File: config.mk
export PLATFORM = sky130hd
export DESIGN_NAME = uart_rx
export DESIGN_NICKNAME = d
export VERILOG_FILES = /design/src/rtl/uart_pkg.sv /design/src/rtl/uart_rx_tick.sv /design/src/rtl/uart_rx.sv
export SDC_FILE = /design/constraint.sdc
export NUM_CORES = 1
export LEC_CHECK = 0
export ABC_CLOCK_PERIOD_IN_PS = 2300
export CAP_MARGIN = 10
export CORE_ASPECT_RATIO = 0.75
export CORE_MARGIN = 2
export CORE_UTILIZATION = 56
export CTS_BUF_LIST = sky130_fd_sc_hd__clkbuf_4 sky130_fd_sc_hd__clkbuf_8 sky130_fd_sc_hd__clkbuf_16
export DETAILED_ROUTE_END_ITERATION = 8
export PLACE_DENSITY = 0.78
export SYNTH_ARGS = -nofsm -noshare
export SYNTH_HDL_FRONTEND = slang
export SYNTH_SLANG_ARGS = --single-unit
File: constraint.sdc
create_clock -name clk -period 2.3 [get_ports clk]
set_input_delay 0.46 -clock clk [delete_from_list [all_inputs] [get_ports clk]]
set_output_delay 0.46 -clock clk [all_outputs]
set_load 0.1 [all_outputs]
File: src/rtl/uart_pkg.sv
// Shared types and helpers for the 8N1 UART receiver.
package uart_pkg;

  typedef enum logic [2:0] {
    IDLE,
    START,
    DATA,
    STOP,
    BRK
  } state_e;

  localparam int DATA_BITS = 8;
  localparam int STOP_BITS = 1;

  function automatic logic maj3(input logic a, input logic b, input logic c);
    return (a & b) | (a & c) | (b & c);
  endfunction

endpackage

File: src/rtl/uart_rx_tick.sv
// Oversample tick generator: one-clk pulse every CLK_DIV clocks, restartable via clr_i.
module uart_rx_tick #(
  parameter int CLK_DIV = 12
) (
  input  logic clk,
  input  logic rst,
  input  logic clr_i,
  output logic tick_o
);

  localparam int CW = (CLK_DIV > 1) ? $clog2(CLK_DIV) : 1;

  logic [CW-1:0] cnt_q, cnt_d;

  always_comb begin
    tick_o = !clr_i && (cnt_q == CW'(CLK_DIV - 1));
    if (clr_i || tick_o) cnt_d = '0;
    else                 cnt_d = cnt_q + 1'b1;
  end

  always_ff @(posedge clk or posedge rst) begin
    if (rst) cnt_q <= '0;
    else     cnt_q <= cnt_d;
  end

endmodule

File: src/rtl/uart_rx.sv
// 8N1 UART receiver: oversampled start validation, 3-sample majority vote per bit,
// byte handoff with dav/rd handshake plus framing and overrun flags.
module uart_rx
  import uart_pkg::*;
#(
  parameter int CLK_DIV = 12,
  parameter int OVS     = 16
) (
  input  logic                 clk,
  input  logic                 rst,
  input  logic                 rxd,
  input  logic                 rd,
  output logic [DATA_BITS-1:0] data,
  output logic                 dav,
  output logic                 fe,
  output logic                 oe,
  output logic                 busy
);

  localparam int SW = $clog2(OVS);
  localparam int BW = $clog2(DATA_BITS);
  localparam logic [SW-1:0] S_PRE = SW'(OVS/2 - 2);
  localparam logic [SW-1:0] S_CTR = SW'(OVS/2 - 1);
  localparam logic [SW-1:0] S_MID = SW'(OVS/2);
  localparam logic [SW-1:0] S_END = SW'(OVS - 1);

  state_e               state_q, state_d;
  logic [1:0]           sync_q;
  logic [SW-1:0]        scnt_q, scnt_d;
  logic [BW-1:0]        bcnt_q, bcnt_d;
  logic [2:0]           samp_q, samp_d;
  logic [DATA_BITS-1:0] sr_q, sr_d, data_q, data_d;
  logic                 dav_q, dav_d, fe_q, fe_d, oe_q, oe_d;
  logic                 rxs, tick, done, stop_maj;

  // NOTE: non-blocking assignments in clocked blocks so every flop samples pre-edge values.
  always_ff @(posedge clk or posedge rst) begin
    if (rst) sync_q <= 2'b11;
    else     sync_q <= {sync_q[0], rxd};
  end
  assign rxs = sync_q[1];

  uart_rx_tick #(.CLK_DIV(CLK_DIV)) u_tick (
    .clk    (clk),
    .rst    (rst),
    .clr_i  (state_q == IDLE),
    .tick_o (tick)
  );

  // NOTE: every signal gets a default first so the combinational block cannot infer latches.
  always_comb begin
    state_d  = state_q;
    scnt_d   = scnt_q;
    bcnt_d   = bcnt_q;
    samp_d   = samp_q;
    sr_d     = sr_q;
    data_d   = data_q;
    dav_d    = dav_q;
    fe_d     = fe_q;
    oe_d     = oe_q;
    done     = 1'b0;
    stop_maj = maj3(samp_q[0], samp_q[1], rxs);

    if (rd && dav_q) begin
      dav_d = 1'b0;
      fe_d  = 1'b0;
      oe_d  = 1'b0;
    end

    unique case (state_q)
      IDLE: begin
        scnt_d = '0;
        if (!rxs) state_d = START;
      end
      // The start bit runs its full length so DATA sample points land mid-bit.
      START: if (tick) begin
        if (scnt_q == S_CTR && rxs) begin
          state_d = IDLE;
        end else if (scnt_q == S_END) begin
          state_d = DATA;
          scnt_d  = '0;
          bcnt_d  = '0;
        end else begin
          scnt_d = scnt_q + 1'b1;
        end
      end
      DATA: if (tick) begin
        if (scnt_q == S_PRE) samp_d[0] = rxs;
        if (scnt_q == S_CTR) samp_d[1] = rxs;
        if (scnt_q == S_MID) samp_d[2] = rxs;
        if (scnt_q == S_END) begin
          sr_d   = {maj3(samp_q[0], samp_q[1], samp_q[2]), sr_q[DATA_BITS-1:1]};
          scnt_d = '0;
          if (bcnt_q == BW'(DATA_BITS - 1)) state_d = STOP;
          else                              bcnt_d  = bcnt_q + 1'b1;
        end else begin
          scnt_d = scnt_q + 1'b1;
        end
      end
      STOP: if (tick) begin
        if (scnt_q == S_PRE) samp_d[0] = rxs;
        if (scnt_q == S_CTR) samp_d[1] = rxs;
        if (scnt_q == S_MID) begin
          done    = 1'b1;
          scnt_d  = '0;
          state_d = (!stop_maj && !rxs) ? BRK : IDLE;
        end else begin
          scnt_d = scnt_q + 1'b1;
        end
      end
      BRK: if (rxs) state_d = IDLE;
      default: state_d = IDLE;
    endcase

    // A completing frame wins over a read for dav/fe; without room it is dropped.
    if (done) begin
      if (!dav_q || rd) begin
        data_d = sr_q;
        dav_d  = 1'b1;
        fe_d   = !stop_maj;
      end else begin
        oe_d = 1'b1;
      end
    end
  end

  always_ff @(posedge clk or posedge rst) begin
    if (rst) begin
      state_q <= IDLE;
      scnt_q  <= '0;
      bcnt_q  <= '0;
      samp_q  <= '0;
      sr_q    <= '0;
      data_q  <= '0;
      dav_q   <= 1'b0;
      fe_q    <= 1'b0;
      oe_q    <= 1'b0;
    end else begin
      state_q <= state_d;
      scnt_q  <= scnt_d;
      bcnt_q  <= bcnt_d;
      samp_q  <= samp_d;
      sr_q    <= sr_d;
      data_q  <= data_d;
      dav_q   <= dav_d;
      fe_q    <= fe_d;
      oe_q    <= oe_d;
    end
  end

  assign data = data_q;
  assign dav  = dav_q;
  assign fe   = fe_q;
  assign oe   = oe_q;
  assign busy = (state_q != IDLE);

endmodule
== Word-level counts from Yosys, hierarchy flattened ==
Index checks and enable logic that the tools add are counted.

* Flip-flop bits (word level): 38
* Logic and storage cells: 112
* Output and inout bits: 12
* Bits of input ports: 4

* Reductions and logical operators: 22
* Muxes and demuxes: 44
* Equality and inequality tests: 22
* Add/sub/neg operators: 3
* Bitwise gates (word level): 9

{| class="wikitable"
|+ Operators with widths
! cell !! count
|-
| 3-bit two-way mux || 17
|-
| 4-bit two-way mux || 7
|-
| 2-bit != test, second input constant || 11
|-
| 4-bit case mux with 4 select lines || 1
|-
| 3-bit case mux with 5 select lines || 1
|-
| 1-bit two-way mux || 14
|-
| 4-bit == test, second input constant || 3
|-
| 3-bit AND reduction || 3
|-
| 9-bit AND reduction || 1
|-
| 4-bit by 1-bit adder with 4-bit output, second input constant || 2
|-
| 4-bit by 3-bit == test with 1-bit output, second input constant || 2
|-
| 7-bit AND reduction || 1
|-
| 3-bit by 2-bit == test with 1-bit output, second input constant || 2
|-
| 3-bit == test, second input constant || 2
|-
| 3-bit case mux with 2 select lines || 1
|-
| 1-bit AND || 5
|-
| 5-bit AND reduction || 1
|-
| 1-bit logical AND || 4
|-
| 1-bit zero test || 4
|-
| 2-bit two-way mux || 2
|-
| 1-bit OR || 4
|-
| 2-bit case mux with 2 select lines || 1
|-
| 2-bit nonzero test || 2
|-
| 4-bit nonzero test || 1
|-
| other kinds (7) || 8
|}

== Longest topological paths before layout ==
Gate-level depths: netlist (run 1).

* Word-level depth: 9
* Mapped depth: 7
* Gate-level depth less buffers: 7

== Hierarchy ==
Synthesis (run 1) repeated with hierarchy kept, for this count alone.

* Cells, all modules: 163
* Area total of the unflattened synthesis: 1926.8 µm²

{| class="wikitable"
|+ By module, submodules not included
! module !! cells each !! instances !! area each (µm²) !! seq. area each (µm²)
|-
| uart_rx || 144 || 1 || 1735.4 || 853.3
|-
| uart_rx_tick || 19 || 1 || 191.4 || 100.1
|}

== Worst setup path after synthesis (run 1) ==
No wires, ideal clock.

* Path type: reg-to-reg
* From: reg state_q[0]
* To: reg u_tick.cnt_q[1]
* Setup time: 124 ps
* Arrival: 1710 ps
* Slack: 465 ps
* Buffers on the path: 1
* Cell stages (with the launch flop): 5
* Data required time: 2176 ps
* Clock period less this slack: 1835 ps
* Cell sequence: dfrtp_1 buf_2 nor2_1 nand2_1 and3_1

* Cells in the longest elaborated chain, start to end: 5

{| class="wikitable"
|+ Ends and longest elaborated chain
! element !! line !! RTL
|-
| from (decl) || uart_rx.sv:27 || <nowiki>state_e state_q, state_d;</nowiki>
|-
| from (signal assigned) || uart_rx.sv:139 || <nowiki>state_q <= state_d;</nowiki>
|-
| 3-bit zero test * || uart_rx.sv:46 || <nowiki>.clr_i (state_q == IDLE),</nowiki>
|-
| 1-bit zero test || uart_rx_tick.sv:16 || <nowiki>tick_o = !clr_i && (cnt_q == CW'(CLK_DIV - 1));</nowiki>
|-
| 1-bit logical AND || uart_rx_tick.sv:16 ||
|-
| 1-bit logical OR * || uart_rx_tick.sv:17 || <nowiki>if (clr_i || tick_o) cnt_d = '0;</nowiki>
|-
| 4-bit two-way mux * || uart_rx_tick.sv:17 ||
|-
| named net u_tick.cnt_d[1] || uart_rx_tick.sv:13 || <nowiki>logic [CW-1:0] cnt_q, cnt_d;</nowiki>
|-
| to (signal assigned) || uart_rx_tick.sv:23 || <nowiki>else cnt_q <= cnt_d;</nowiki>
|-
| to (decl) || uart_rx_tick.sv:13 ||
|}

The timed path passes the listed nets; every way through them passes the cells marked *.
A chain may end at the register's enable or synchronous reset.

== Worst setup path in the final report (run 1) ==
* From: reg scnt_q[1]
* To: reg state_q[0]

* Cells in the longest elaborated chain, start to end: 5
* Elaborated cells between the ends (all ways): 11
* Those cells by class: eq/ne: 6; mux: 3; reduce/logical: 2

{| class="wikitable"
|+ Ends and longest elaborated chain
! element !! line !! RTL
|-
| from (decl) || uart_rx.sv:29 || <nowiki>logic [SW-1:0] scnt_q, scnt_d;</nowiki>
|-
| from (signal assigned) || uart_rx.sv:140 || <nowiki>scnt_q <= scnt_d;</nowiki>
|-
| 4-bit by 3-bit == test with 1-bit output || uart_rx.sv:77 || <nowiki>if (scnt_q == S_CTR && rxs) begin</nowiki>
|-
| 1-bit logical AND || uart_rx.sv:77 ||
|-
| 3-bit two-way mux || uart_rx.sv:77 ||
|-
| 3-bit two-way mux || uart_rx.sv:76 || <nowiki>START: if (tick) begin</nowiki>
|-
| 3-bit case mux with 5 select lines || uart_rx.sv:70 || <nowiki>unique case (state_q)</nowiki>
|}

Several ways; a longest one is shown, not always the timed one. The select of a mux whose other input is x is not followed.

==> metrics.md, run 1 <==
| Metric | Value |
|---|---|
| Clock tree buffer depth | 2 |
| R2R depth | 6 |
| Largest net degree at the start of global routing | 39 |
| Detailed-route DRC error count | 0 |
| Sequential share of the synthesized area | between 50% and 60% |
| Initial antenna violation count | 0 |
| TritonCTS buffer count | 5 |
| Critical Setup Path Class | reg2reg |
| PostCTS Resize Cnt | 0 |
| Worst hold slack | roughly 0.36 ns |
| Placement row count | 17 |
| CP startpoint kind | flop |
| Hold Violations, Final | 0 |
| CP max FO | 6 |
| Hold-critical path endpoint | sync_q[1] |
| Post-DP HPWL | 2430 µm |
| DR iter-0 viols | between 60 and 70 |
| Hold Path Stages | 0 |
| Vias/cell | just under 6 |
| Worst setup EP type | flop |
| Synth area leader | dfrtp_1 |
| YS warnings | 0 |
| Clock latency on the worst-skew pair | around 0.28 ns |
| RR Startpoint | scnt_q[1] |
| FF-to-FF End | state_q[0] |
| Final Cycle Share | ~91% |
| CTS tree | done |
| Count leader, synth | dfrtp_1 |
| Status | finished, final reports clean |
| Tightest Hold Check Type | reg2reg |
| Peak VDD IR | about 0.00053 V |
| Clock sink count | 38 |
| WL/cell | 16.12 µm |
| Clock-pin slew on the worst setup and hold paths | about 0.070 ns |
| Max-slew headroom | around three fifths |
| Routed Antenna Nets | 0 |
| Final count of pins violating max slew | 0 |
| Die span in x | about 70 µm |
| Distinct cells, synth | 38 |
| Final Net Count | roughly 180 |
| Register-to-Register Setup Slack | ~0.20 ns |
| #FFs+latches synth | 38 |
| Fin crit period | roughly 2.1 ns |
| EDFF count, synth | 0 |
| Fraction of layout cells with a size suffix above 1 | a little under a third |
| Number of antenna diodes | 0 |
| Fmax | about 480 MHz |
| Port bufs | 15 |
| Io pins | 16 |
| Global-route wire length before repair | around 5600 µm |
| Post-synthesis area per instance | approximately 12 µm² |
| LEAKAGE | between 0.0009 and 0.001 µW |
| Initial core utilization | 59.95% |
| GP Congestion | about 0.95 |
| Vias in the first global route | 1141 |
| Die area | approximately 3700 µm² |
| Post-synth ARST share | 100.0% |
| Worst hold start | sync_q[0] |
| Core area | ~3000 µm² |
| Area Growth Syn to Fin | 15.10% |
| RSZ-0062 raised after global routing | no |
| Primary FF master, synth | dfrtp_1 |
| Layout Skew | roughly 0.0056 ns |
| Syn_nets | ~160 |
| Postcts setup bufs | 0 |
| WL final | between 3000 and 4000 µm |
| WP data arrival | about 2.3 ns |
| Total GRT Usage | about a fifth |
| Top cells by count, synth | 36 x dfrtp_1, 21 x mux2_2, 9 x inv_1, 9 x nand2_1, 8 x nor2_1 |
| Crit path required time | between 2 and 2.5 ns |
| Post-cts hold buffer count | 0 |
| CTS Root Cell | clkbuf_8 |
| Syn Inst Count | between 150 and 200 |
| Final Setup Violations | 0 |
| H-tree depth | 2 |
| Overflow after GRT | 0 |
| Synth top area share | 50.10% |
| DIE HEIGHT | 53.07 µm |
| Power Dens Cells | between 500 and 600 nW/µm² |
| Vias | 1218 |
| Mapped cell area | 1798 µm² |
| Drt first pass iters | 4 |
| Worst Tran Pin Value | between 0.5 and 0.6 ns |
| Setup TNS | 0 ns |
| Max Cap Viol | 0 |
| Ranking of synthesized cells by area | dfrtp_1 50%, mux2_2 13%, ha_1 4.2% |
layout by cell type (no fill, tap or decap), types with 2 or more instances in the layout:
cell type / n
dfrtp_1: 36
mux2_2: 21
buf_4: 11
inv_1: 9
nand2_1: 9
nor2_1: 8
a21oi_1: 7
o21ai_0: 7
ha_1: 6
nand3_1: 5
clkbuf_8: 5
nand2b_1: 4
nor3_1: 3
clkdlybuf4s50_1: 3
nor3b_2: 2
o21a_1: 2
nand3b_1: 2
a22o_1: 2
o31ai_1: 2
mux2i_1: 2
clkinv_2: 2
buf_12: 2
dfstp_2: 2
worst max-delay path: stages, from the launching register on:
cell	delay, ns
dfrtp_1	0.43
ha_1	0.30
nand4b_1	0.17
a21oi_1	0.27
a31oi_1	0.10
nor4_2	0.34
mux2_2	0.37
power by group:
part           switching [µW]  internal [µW]
Clock                     219            222
Sequential               2.15            671
Combinational            15.8           8.78
per-stage QoR:
step	cells	setup slack (ns)	util, %	instance area (µm²)	power [µW]
4_1_cts	210	0.2522	69.00	2069	1148
2_1_floorplan	151	0.4654	-	1798	697.0
6_report	210	0.2007	69.00	2069	1139
5_1_grt	210	0.01911	69.00	2069	1181
3_5_place_dp	202	0.2643	66.12	1983	711.5
3_3_place_gp	202	0.3015	66.12	1983	710.0
layer usage:
| layer | vias to the layer above | global-route usage [%] | share of wire [%] |
|---|---|---|---|
| met5 | - | 0 | 0 |
| met4 | 0 | 7.516 | 1.4 |
| met3 | 9 | 5.143 | 5.6 |
| met2 | 45 | 32.37 | 46 |
| met1 | 593 | 27.78 | 47 |
| li1 | 571 | - | - |
how the worst max path moves through the flow:
stage                     from               to  slack, ns
2_1_floorplan       state_q[0]  u_tick.cnt_q[1]       0.47
3_3_place_gp   u_tick.cnt_q[0]          data[6]       0.30
3_5_place_dp   u_tick.cnt_q[0]          data[3]       0.26
4_1_cts        u_tick.cnt_q[0]          data[7]       0.25
5_1_grt              scnt_q[1]       state_q[0]       0.02
6_report             scnt_q[1]       state_q[0]       0.20
registers in the layout (all words and copies together) (netlist names):
name,count
dav,1
u_tick.cnt_q,4
state_q,3
samp_q,3
sync_q,2
fe,1
sr_q,8
scnt_q,4
bcnt_q,3
oe,1
data,8
cell type report:
| class | count | area (µm²) |
|---|---|---|
| tap | 38 | 47.55 |
| sequential | 38 | 953.4 |
| timing repair buffer | 16 | 152.6 |
| fill | 208 | 929.6 |
| multi-input combinational | 101 | 795.8 |
| inverter | 9 | 33.78 |
| clock inverter | 2 | 10.01 |
| clock buffer | 6 | 76.32 |
cells by family after synthesis:
group | after synthesis | share of synthesized area (%)
compound gates | 26 | 9.534
xor+xnor | 2 | 0.9744
fa+ha+maj | 7 | 4.732
buf+inv | 12 | 2.714
flops | 38 | 53.03
mux | 23 | 14.27
simple gates | 43 | 14.75
Power figures use the tool's default switching activity.
==> run 2, diff against run 1 <==
--- a/config.mk
+++ b/config.mk
@@ -7,12 +7,13 @@
 export LEC_CHECK = 0
 export ABC_CLOCK_PERIOD_IN_PS = 2300
 export CAP_MARGIN = 10
-export CORE_ASPECT_RATIO = 0.75
+export CORE_ASPECT_RATIO = 0.9
 export CORE_MARGIN = 2
 export CORE_UTILIZATION = 56
 export CTS_BUF_LIST = sky130_fd_sc_hd__clkbuf_4 sky130_fd_sc_hd__clkbuf_8 sky130_fd_sc_hd__clkbuf_16
 export DETAILED_ROUTE_END_ITERATION = 8
 export PLACE_DENSITY = 0.78
+export SLEW_MARGIN = 20
 export SYNTH_ARGS = -nofsm -noshare
 export SYNTH_HDL_FRONTEND = slang
 export SYNTH_SLANG_ARGS = --single-unit
==> metrics.md, run 2 (synthesis gave the netlist of run 1 again) <==
| Metric | Value |
|---|---|
| Register-to-Register Setup Slack | between 0.2 and 0.25 ns |
| WL/cell | ~15 µm |
| Tightest Hold Check Type | reg2reg |
| WL final | slightly above 3000 µm |
| LEAKAGE | ~0.00096 µW |
| Clock tree buffer depth | 2 |
| Global-route wire length before repair | 5292 µm |
| Post-cts hold buffer count | 0 |
| Vias/cell | ~5.6 |
| CP startpoint kind | flop |
| Detailed-route DRC error count | 0 |
| Area Growth Syn to Fin | 14.13% |
| Initial core utilization | 58.63% |
| CTS tree | done |
| Routed Antenna Nets | 0 |
| Clock-pin slew on the worst setup and hold paths | 0.11 ns |
| DR iter-0 viols | 71 |
| GP Congestion | between 0.8 and 0.9 |
| Final Instance Count excl. Fillers | 214 |
| Total GRT Usage | a little under a fifth |
| Die span in x | about 64 µm |
| Final Cycle Share | 89.53% |
| Initial antenna violation count | 0 |
| RR Startpoint | u_tick.cnt_q[0] |
| CTS Root Cell | clkbuf_4 |
| Fin crit period | 2.059 ns |
| Fraction of layout cells with a size suffix above 1 | between 30% and 40% |
| Final Net Count | ~180 |
| Core area | around 3000 µm² |
| Setup TNS | 0 ns |
| PostCTS Resize Cnt | 0 |
| FF-to-FF End | data[1] |
| R2R depth | 5 |
| Critical Setup Path Class | reg2reg |
| Placement row count | 19 |
| Hold Violations, Final | 0 |
| RSZ-0062 raised after global routing | no |
| Worst setup EP type | flop |
| CP max FO | 10 |
| Post-DP HPWL | about 2200 µm |
| Fmax | between 400 and 500 MHz |
| Largest net degree at the start of global routing | 39 |
| Final count of pins violating max slew | 0 |
| DP Cell Count | between 200 and 250 |
| Hold Path Stages | 0 |
| Max Cap Viol | 0 |
| DIE HEIGHT | 57.76 µm |
| Worst hold start | sync_q[0] |
| Hold-critical path endpoint | sync_q[1] |
| Layout Skew | ~0.013 ns |
| Worst Tran Pin Value | between 0.5 and 0.6 ns |
| Port bufs | 15 |
| Clock latency on the worst-skew pair | between 0.3 and 0.4 ns |
| Peak VDD IR | roughly 0.00057 V |
| Final Setup Violations | 0 |
| H-tree depth | 2 |
| Io pins | 16 |
| Drt first pass iters | 4 |
| Commonest non-fill, non-tap cell in the layout | dfrtp_1 |
| Number of antenna diodes | 0 |
| Postcts setup bufs | 0 |
| Overflow after GRT | 0 |
| Vias | between 1000 and 1500 |
| WP data arrival | between 2 and 2.5 ns |
| Power Dens Cells | 520.9 nW/µm² |
| Status | finished, final reports clean |
| Max-slew headroom | 62.03% |
| Vias in the first global route | 1190 |
| Crit path required time | about 2.5 ns |
| Clock sink count | 38 |
| Die area | approximately 3700 µm² |
| TritonCTS buffer count | 5 |
| Commonest non-fill, non-tap cells in the layout | 36 x dfrtp_1, 21 x mux2_2, 11 x buf_4 |
## run 2: cell count changes in the layout (fill, tap and decap cells not counted)
| cell | before | now |
|---|---|---|
| clkbuf_8 | 5 | 1 |
| clkinv_2 | 2 | 1 |
| clkbuf_4 | 1 | 6 |
## run 2: stage by stage
stage	setup slack [ns]	total power [µW]	instance area, µm²	hold WS [ns]	util, %
floorplan	0.4654	697.0	1798	0.3452	-
global placement	0.3028	710.2	1988	0.3459	64.83
detailed placement	0.2511	711.2	1988	0.3469	64.83
CTS	0.2225	1079	2052	0.3646	66.91
global route	0.1103	1114	2052	0.3754	66.91
finish	0.2409	1069	2052	0.3679	66.91
## run 2: critical path, stage by stage (launching register included)
cell and delay [ns]:
dfrtp_1 0.39, ha_1 0.21, nand3b_1 0.21, nor3_2 0.35, a21boi_4 0.41, mux2_2 0.39
## run 2: how the worst max path moves through the flow
stage                                 end  slack [ns]  cells after the start            start
after floorplan           u_tick.cnt_q[1]        0.47                      4       state_q[0]
after detailed placement          data[1]        0.25                      5  u_tick.cnt_q[0]
after global routing              data[1]        0.11                      5  u_tick.cnt_q[0]
after CTS                         data[1]        0.22                      5  u_tick.cnt_q[0]
after global placement            data[5]        0.30                      5  u_tick.cnt_q[0]
final                             data[1]        0.24                      5  u_tick.cnt_q[0]
## run 2: area by class of cell
| class | instances | area [µm²] |
|---|---|---|
| Tap cell | 42 | 52.55 |
| Multi-Input combinational cell | 101 | 795.8 |
| Clock buffer | 7 | 58.81 |
| Sequential cell | 38 | 953.4 |
| Fill cell | 233 | 1015 |
| Inverter | 9 | 33.78 |
| Clock inverter | 1 | 5.005 |
| Timing Repair Buffer | 16 | 152.6 |
## run 2: where the power goes
| part | total, µW | switching [µW] | internal (µW) |
|---|---|---|---|
| clock | 372 | 212 | 160 |
| sequential | 673 | 2.11 | 671 |
| combinational | 24.1 | 15.3 | 8.77 |
| total | 1070 | 229 | 840 |
## run 2: layer usage
layer,wire [µm],GRT usage [%]
met3,107,4.272
met5,0,0
met1,1460,25.43
met4,60,11.49
met2,1487,29.32
==> run 3, diff against run 2 <==
--- a/config.mk
+++ b/config.mk
@@ -6,7 +6,7 @@
 export NUM_CORES = 1
 export LEC_CHECK = 0
 export ABC_CLOCK_PERIOD_IN_PS = 2300
-export CAP_MARGIN = 10
+export CAP_MARGIN = 15
 export CORE_ASPECT_RATIO = 0.9
 export CORE_MARGIN = 2
 export CORE_UTILIZATION = 56
==> results of run 3 <==
Same layout as run 2: the final DEF is identical, and so are final timing and power.
